### src/rtl/resource_spend_ctrl_pkg.sv
// Shared definitions for the resource spend controller.
//   - Pool widths and the request amount width.
//   - Request kind encoding (energy / tracer / fluid / reserved).
//   - Controller FSM state encoding.
//   - pool_max(): all-ones value of the selected pool, zero-extended to E_W.
package resource_spend_ctrl_pkg;

    localparam int E_W   = 8;
    localparam int T_W   = 6;
    localparam int F_W   = 4;
    localparam int AMT_W = 8;

    typedef enum logic [1:0] {
        KIND_ENERGY = 2'd0,
        KIND_TRACER = 2'd1,
        KIND_FLUID  = 2'd2,
        KIND_RSVD   = 2'd3
    } req_kind_e;

    typedef enum logic [1:0] {
        ST_IDLE  = 2'd0,
        ST_CALC  = 2'd1,
        ST_WRITE = 2'd2,
        ST_RESP  = 2'd3
    } state_e;

    function automatic logic [E_W-1:0] pool_max(input req_kind_e kind);
        case (kind)
            KIND_ENERGY: return {E_W{1'b1}};
            KIND_TRACER: return {{(E_W-T_W){1'b0}}, {T_W{1'b1}}};
            KIND_FLUID:  return {{(E_W-F_W){1'b0}}, {F_W{1'b1}}};
            default:     return '0;
        endcase
    endfunction

endpackage

### src/rtl/resource_spend_ctrl_if.sv
// Request/response channel of the resource spend controller.
//   master : requester side (drives req_*, receives req_ready and rsp_*)
//   slave  : controller side
// Signals:
//   req_valid / req_ready    accept handshake
//   req_kind                 pool select (see req_kind_e)
//   req_refill               1 = add amount, 0 = spend amount
//   req_amount               units to spend or add
//   rsp_valid                1-cycle response pulse
//   rsp_granted              1 = request applied
//   rsp_remaining            pool value after the request, zero-extended
interface resource_spend_ctrl_if;
    import resource_spend_ctrl_pkg::*;

    logic             req_valid;
    logic             req_ready;
    logic [1:0]       req_kind;
    logic             req_refill;
    logic [AMT_W-1:0] req_amount;
    logic             rsp_valid;
    logic             rsp_granted;
    logic [E_W-1:0]   rsp_remaining;

    modport master (
        output req_valid, req_kind, req_refill, req_amount,
        input  req_ready, rsp_valid, rsp_granted, rsp_remaining
    );

    modport slave (
        input  req_valid, req_kind, req_refill, req_amount,
        output req_ready, rsp_valid, rsp_granted, rsp_remaining
    );

endinterface

### src/rtl/resource_spend_ctrl_alu.sv
// resource_alu: W-bit add/subtract unit used by the spend controller.
// Ports:
//   a        pool value (narrower pools zero-extended)
//   b        request amount
//   max_val  saturation limit for add (pool all-ones value, zero-extended)
//   sub      1 = a - b, 0 = a + b saturated to max_val
//   result   difference, or saturated sum
//   cout     sub: 1 = no borrow (b <= a); add: 1 = sum exceeded max_val
module resource_alu #(
    parameter int W = 8
) (
    input  logic [W-1:0] a,
    input  logic [W-1:0] b,
    input  logic [W-1:0] max_val,
    input  logic         sub,
    output logic [W-1:0] result,
    output logic         cout
);

    // Checking the full W+1 bit sum against the limit covers both a true
    // carry-out and a narrow pool overflowing inside the wider datapath.
    function automatic logic [W-1:0] sat_to_max(input logic [W:0] raw,
                                                input logic [W-1:0] lim);
        return (raw > {1'b0, lim}) ? lim : raw[W-1:0];
    endfunction

    logic [W:0] diff;
    logic [W:0] sum;

    always_comb begin
        diff = {1'b0, a} + {1'b0, ~b} + {{W{1'b0}}, 1'b1};
        sum  = {1'b0, a} + {1'b0, b};
        if (sub) begin
            result = diff[W-1:0];
            cout   = diff[W];
        end else begin
            result = sat_to_max(sum, max_val);
            cout   = (sum > {1'b0, max_val});
        end
    end

endmodule

### src/rtl/resource_spend_ctrl.sv
// resource_spend_ctrl: arbitrates spend/refill requests against the energy,
// tracer and fluid pools and drives the pool registers' load/enable inputs.
// Ports:
//   clk, reset                 clock, synchronous active-high reset
//   bus (slave)                request/response channel
//   energy_q/tracer_q/fluid_q  current pool values
//   energy_en/tracer_en/fluid_en  pool write enables (1-cycle, one-hot)
//   pool_load                  new pool value; narrower pools use the low bits
// Flow: IDLE (accept) -> CALC -> [WRITE] -> RESP -> IDLE. All outputs registered.
module resource_spend_ctrl
    import resource_spend_ctrl_pkg::*;
(
    input  logic                  clk,
    input  logic                  reset,
    resource_spend_ctrl_if.slave  bus,
    input  logic [E_W-1:0]        energy_q,
    input  logic [T_W-1:0]        tracer_q,
    input  logic [F_W-1:0]        fluid_q,
    output logic                  energy_en,
    output logic                  tracer_en,
    output logic                  fluid_en,
    output logic [E_W-1:0]        pool_load
);

    state_e           state;
    req_kind_e        kind_p0;
    logic             refill_p0;
    logic [AMT_W-1:0] amount_p0;

    logic [E_W-1:0]   pool_cur;
    logic [E_W-1:0]   pool_lim;
    logic [E_W-1:0]   alu_res;
    logic             alu_cout;
    logic             amt_ovf;
    logic             grant;
    logic [E_W-1:0]   new_val;
    logic             do_write;

    // Stage p0: request latch, captured on the accept edge
    always_ff @(posedge clk) begin
        if (!reset && state == ST_IDLE && bus.req_valid && bus.req_ready) begin
            kind_p0   <= req_kind_e'(bus.req_kind);
            refill_p0 <= bus.req_refill;
            amount_p0 <= bus.req_amount;
        end
    end

    // Stage p1: pool select and new-value computation during CALC
    always_comb begin
        case (kind_p0)
            KIND_ENERGY: pool_cur = energy_q;
            KIND_TRACER: pool_cur = {{(E_W-T_W){1'b0}}, tracer_q};
            KIND_FLUID:  pool_cur = {{(E_W-F_W){1'b0}}, fluid_q};
            default:     pool_cur = '0;
        endcase
    end

    assign pool_lim = pool_max(kind_p0);
    // Amount bits above E_W can never fit in any pool.
    assign amt_ovf  = (amount_p0 >> E_W) != '0;

    resource_alu #(
        .W (E_W)
    ) u_alu (
        .a       (pool_cur),
        .b       (amount_p0[E_W-1:0]),
        .max_val (pool_lim),
        .sub     (!refill_p0),
        .result  (alu_res),
        .cout    (alu_cout)
    );

    always_comb begin
        if (kind_p0 == KIND_RSVD) begin
            grant = 1'b0;
        end else if (refill_p0) begin
            grant = 1'b1;
        end else begin
            grant = !amt_ovf && alu_cout;
        end
    end

    assign new_val  = (refill_p0 && amt_ovf) ? pool_lim : alu_res;
    assign do_write = grant && (amount_p0 != '0);

    // Stage p2: FSM and registered outputs
    always_ff @(posedge clk) begin
        if (reset) begin
            state             <= ST_IDLE;
            bus.req_ready     <= 1'b0;
            bus.rsp_valid     <= 1'b0;
            bus.rsp_granted   <= 1'b0;
            bus.rsp_remaining <= '0;
            energy_en         <= 1'b0;
            tracer_en         <= 1'b0;
            fluid_en          <= 1'b0;
            pool_load         <= '0;
        end else begin
            case (state)
                ST_IDLE: begin
                    if (bus.req_valid && bus.req_ready) begin
                        bus.req_ready <= 1'b0;
                        state         <= ST_CALC;
                    end else begin
                        bus.req_ready <= 1'b1;
                    end
                end
                ST_CALC: begin
                    bus.rsp_granted <= grant;
                    if (do_write) begin
                        // The written value is what the pool will hold during RESP.
                        pool_load         <= new_val;
                        bus.rsp_remaining <= new_val;
                        energy_en         <= (kind_p0 == KIND_ENERGY);
                        tracer_en         <= (kind_p0 == KIND_TRACER);
                        fluid_en          <= (kind_p0 == KIND_FLUID);
                        state             <= ST_WRITE;
                    end else begin
                        // pool_cur is zero for the reserved kind.
                        bus.rsp_remaining <= pool_cur;
                        bus.rsp_valid     <= 1'b1;
                        state             <= ST_RESP;
                    end
                end
                ST_WRITE: begin
                    energy_en     <= 1'b0;
                    tracer_en     <= 1'b0;
                    fluid_en      <= 1'b0;
                    bus.rsp_valid <= 1'b1;
                    state         <= ST_RESP;
                end
                ST_RESP: begin
                    bus.rsp_valid <= 1'b0;
                    bus.req_ready <= 1'b1;
                    state         <= ST_IDLE;
                end
                default: state <= ST_IDLE;
            endcase
        end
    end

endmodule

### src/flat_wrapper.sv
// flat-port wrapper written by rule: the top's interface ports become plain ports
module resource_spend_ctrl_flat import resource_spend_ctrl_pkg::*;
  (clk, reset, energy_q, tracer_q, fluid_q, energy_en, tracer_en, fluid_en, pool_load, bus_req_valid, bus_req_kind, bus_req_refill, bus_req_amount, bus_req_ready, bus_rsp_valid, bus_rsp_granted, bus_rsp_remaining);
  resource_spend_ctrl_if bus_i ();
  input  logic clk;
  input  logic reset;
  input  logic [E_W-1:0] energy_q;
  input  logic [T_W-1:0] tracer_q;
  input  logic [F_W-1:0] fluid_q;
  output logic energy_en;
  output logic tracer_en;
  output logic fluid_en;
  output logic [E_W-1:0] pool_load;
  input wire logic [$bits(bus_i.req_valid)-1:0] bus_req_valid;
  input wire logic [$bits(bus_i.req_kind)-1:0] bus_req_kind;
  input wire logic [$bits(bus_i.req_refill)-1:0] bus_req_refill;
  input wire logic [$bits(bus_i.req_amount)-1:0] bus_req_amount;
  output wire logic [$bits(bus_i.req_ready)-1:0] bus_req_ready;
  output wire logic [$bits(bus_i.rsp_valid)-1:0] bus_rsp_valid;
  output wire logic [$bits(bus_i.rsp_granted)-1:0] bus_rsp_granted;
  output wire logic [$bits(bus_i.rsp_remaining)-1:0] bus_rsp_remaining;
  assign bus_i.req_valid = bus_req_valid;
  assign bus_i.req_kind = bus_req_kind;
  assign bus_i.req_refill = bus_req_refill;
  assign bus_i.req_amount = bus_req_amount;
  assign bus_req_ready = bus_i.req_ready;
  assign bus_rsp_valid = bus_i.rsp_valid;
  assign bus_rsp_granted = bus_i.rsp_granted;
  assign bus_rsp_remaining = bus_i.rsp_remaining;
  resource_spend_ctrl u_core (.clk(clk), .reset(reset), .bus(bus_i), .energy_q(energy_q), .tracer_q(tracer_q), .fluid_q(fluid_q), .energy_en(energy_en), .tracer_en(tracer_en), .fluid_en(fluid_en), .pool_load(pool_load));
endmodule
### config.mk
export PLATFORM = sky130hd
export DESIGN_NAME = resource_spend_ctrl_flat
export DESIGN_NICKNAME = d
export VERILOG_FILES = /design/src/rtl/resource_spend_ctrl_pkg.sv /design/src/rtl/resource_spend_ctrl_if.sv /design/src/rtl/resource_spend_ctrl_alu.sv /design/src/rtl/resource_spend_ctrl.sv /design/src/flat_wrapper.sv
export SDC_FILE = /design/constraint.sdc
export NUM_CORES = 1
export LEC_CHECK = 0
export CORE_AREA = 2 2 77 79
export CTS_CLUSTER_SIZE = 8
export DETAILED_ROUTE_END_ITERATION = 8
export DIE_AREA = 0 0 79 81
export GPL_ROUTABILITY_DRIVEN = 0
export PLACE_DENSITY = 0.75
export SYNTH_ARGS = -nofsm -noshare
export SYNTH_HDL_FRONTEND = slang
export SYNTH_HIERARCHICAL = 1
export SYNTH_SLANG_ARGS = --single-unit
### constraint.sdc
create_clock -name clk -period 4.44 [get_ports clk]
set_clock_uncertainty 0.1 [all_clocks]
set_input_delay 0.444 -clock clk [delete_from_list [all_inputs] [get_ports clk]]
set_output_delay 0.444 -clock clk [all_outputs]
set_load 0.005 [all_outputs]
==> flow_summary.yaml <==
placement:
  dpl.hpwl_um: 5357
  pre_cts_slack_ps: -294.0
  placedCellCount: 445
  portBuffers: 53
  dpl_cell_area_mm2: 0.003400
logic_synthesis:
  synth_area_leader_cell: "dfxtp_1"
  synth_top_family_by_area: "simple AND/OR/NAND/NOR gates"
  ys_top_cells_by_area: "dfxtp_1 19%, ha_1 14%, edfxtp_1 13%, mux2i_1 5.1%, inv_1 4.4%"
  synth_top_area_frac: 0.1868
  synth.distinct_cells: 47
  synth_compound_area_frac: 0.1790
  synth_area_mm2: 0.002572
  synth-main-ff-cell: "dfxtp_1"
  syn-num-nets: 360
  synthArstFlopShare: 0
  yosys.area_share.simple: 0.2009
  synth_most_common_cell: "inv_1"
  synthAdderAreaFrac: 0.1566
  synth_xor_area_frac: 0.03064
  syn_inst: 297
  yosysWarnings: 6
  yosys-mux-area-fraction: 0.05058
  synth-seq-cells: 35
  yosysSeqAreaShare: 0.3152
  synth_edf_count: 11
  yosys-top-cells-count: "30 x inv_1, 29 x ha_1, 27 x nand2_1, 24 x dfxtp_1, 20 x a21oi_1"
  synth_area_per_cell_um2: 8.662
timing:
  final_max_slew_viol_count: 0
  setup_ws_ps: -27.24
  max_freq_ghz: 0.2239
  min_period_over_period: 1.006
  rsz0062_at_grt: "yes"
  hold_viol_final: 0
  finalSetupViolCount: 1
  fin_crit_ps: 4467
  whs_ps: 361.1
  max_slew_margin: 0.3837
  tightest_slew_ps: 921.6
cells_and_area:
  fillers: 458
  antennaDiodeCount: 0
  nets: 450
  final_layout_size_suffix_gt1_frac: 0.2191
  instances_no_fill: 463
  areaGrowthSynthToFinish_pct: 48.30
  stdcell_area_mm2: 0.003815
  multiInputGateArea_mm2: 0.001792
  seq_area_um2: 810.8
cts:
  cts_hold_buf: 0
  cts-root-buf: "clkbuf_8"
  cts_sinks: 35
  clk_latency_ps: 280
  h-tree-depth: 2
  clkTransAtPathRegs_ps: 80
  cts_tree: "built"
  cts_buffer_depth: 2
  cts_buffers: 5
worst_setup_path:
  r2r-start: "u_core/kind_p0[0]"
  cp-end-kind: "flip-flop"
  start_kind: "flip-flop"
  critPathTopFamily: "compound AO/OA/AOI/OAI gates"
  cp.buffers_inverters: 3
  reg2reg_setup_slack_ps: -30
  critPathKind: "reg -> reg"
  crit_chain: "buf_6 > mux2i_1 > o2bb2ai_4 > ha_4 > fa_2 > nand2b_4 > a21oi_1 > nor2_1 > xor2_1 > ha_1 > a211oi_2 > nor2_1 > o41ai_2 > buf_4 > and3b_2 > nor2_4 > a222oi_1 > buf_4 > nand2_1 > a31oi_1"
  crit_start: "u_core/kind_p0[0]"
  worst-r2r-cell-count: 20
  crit_fanout: 5
  arrival_ps: 4570
  cpPeakStageDelay_ps: 420
  cp.depth: 20
  cp_data_required_time_ps: 4540
  r2r-end: "u_core/bus.rsp_remaining[5]"
  cp_slowest_cell: "edfxtp_1"
  worstSetupEndpoint: "u_core/bus.rsp_remaining[5]"
pwr:
  leakage_uw: 0.001585
  power_density_mw_per_mm2: 425.0
  peakVddDrop_uv: 241.4
detailed_routing:
  firstDrtPassIters: 4
  drt-wirelength-per-cell_um: 16.41
  first_iter_violations: 147
  avgViaCountPerCell: 5.542
  vias: 2566
  drtAntennaViolNets: 0
  totalWireLength_um: 7599
  drc: 0
outcome:
  outcome: "complete, but fails checks"
  violations: "setup timing"
die:
  ios: 54
  die_w_um: 79
  start_util: 0.4533
  die_y_um: 81
  core_mm2: 0.005675
  die-area_mm2: 0.006399
  rows: 28
global_routing:
  grt_pass1_wl_um: 11250
  grt_pass1_vias: 2420
  antenna_found_initial: 0
  grt_start_max_net_pins: 26
  overflow: 0
  grt_util_all_layers: 0.2274
hold_path:
  hold_start: "u_core/pool_load[3]"
  whs_path_depth: 2
  hold_path.class: "reg -> reg"
run:
  maxCapViolations: 0
[repair_timing]
item	4_1_cts	5_1_grt
gates cloned	0	0
pin swaps	6	13
gates resized for setup	7	28
setup buffers	3	7
endpoints found under the setup margin	4	21
[cell usage in the layout (no fill, tap or decap), types with 5 or more instances in the layout]
cell             instances
nor2_1                  15
mux2i_1                 13
clkbuf_8                 5
clkdlybuf4s50_1         53
nand2b_1                12
ha_4                     5
xnor2_1                  5
inv_1                   29
buf_4                   37
nand2_1                 27
a21oi_1                 19
edfxtp_1                11
a31oi_1                  9
nand3_1                 16
dfxtp_1                 24
o21ai_0                 11
ha_1                    22
[per-stage QoR]
| step | util | power [uW] | TNS [ps] |
|---|---|---|---|
| global placement | 0.5990 | 1174 | -1277 |
| finish | 0.6722 | 1621 | -27.24 |
| floorplan | - | 894.4 | 0 |
| detailed placement | 0.5990 | 1193 | -3597 |
| global route | 0.6722 | 1719 | -2325 |
| CTS | 0.6287 | 1504 | 0 |
[routing by layer]
layer  share of wire  wire [um]  global-route usage  vias up
li1                -          -                   -     1227
met1            0.42       3170              0.2816     1233
met2            0.50       3814              0.4017       88
met3           0.051        391             0.03889       18
met4           0.029        223             0.07759        0
met5               0          0                   0        -
[report_power, final]
group	switching [uW]	leakage (uW)	internal [uW]
combinational	434	0.00123	462
clock	121	0.0000581	167
sequential	42.1	0.000296	396
total	596	0.00159	1020
[registers in the layout, indices dropped and copies added, names as in the netlist]
register / flops
u_core/amount_p0: 8
u_core/bus.rsp_remaining: 8
u_core/pool_load: 8
u_core/kind_p0: 2
u_core/state: 2
u_core/bus.req_ready: 1
u_core/bus.rsp_granted: 1
u_core/bus.rsp_valid: 1
u_core/energy_en: 1
u_core/fluid_en: 1
u_core/refill_p0: 1
u_core/tracer_en: 1
[kinds of logic (layout without fill, tap and decap cells)]
logic type,after synthesis,after routing
AOI/OAI and AO/OA,67,67
buffers and inverters,43,134
muxes,13,13
and+or+nand+nor,99,99
adders and majority gates,31,31
xor gates and xnor gates,9,9
DFF,35,35
[how the worst min path moves through the flow]
stage / slack (ps) / to
floorplan: 350 / u_core/pool_load[0]
global placement: 350 / u_core/pool_load[3]
CTS: 360 / u_core/pool_load[4]
finish: 360 / u_core/pool_load[3]
global route: 390 / u_core/pool_load[1]
detailed placement: 350 / u_core/pool_load[4]
[area by class of cell]
class,instances,area share
clock inverter,3,0.01148
sequential,35,0.2125
clock buffer,5,0.01804
tap,75,0.02460
timing repair buffer,96,0.2342
inverter,30,0.02952
multi-input combinational,219,0.4697
[worst register-to-register path, delay by kind of cell (launching register included)]
| family | cells | cell delay (ps) |
|---|---|---|
| multiplexers | 1 | 340 |
| adder cells (fa/ha/maj) | 3 | 890 |
| AO/OA/AOI/OAI | 6 | 1240 |
| flip-flops | 1 | 420 |
| buffers and inverters | 3 | 530 |
| AND/OR/NAND/NOR | 6 | 670 |
| XOR/XNOR | 1 | 190 |
No activity file was read; power rests on OpenSTA's default activity.
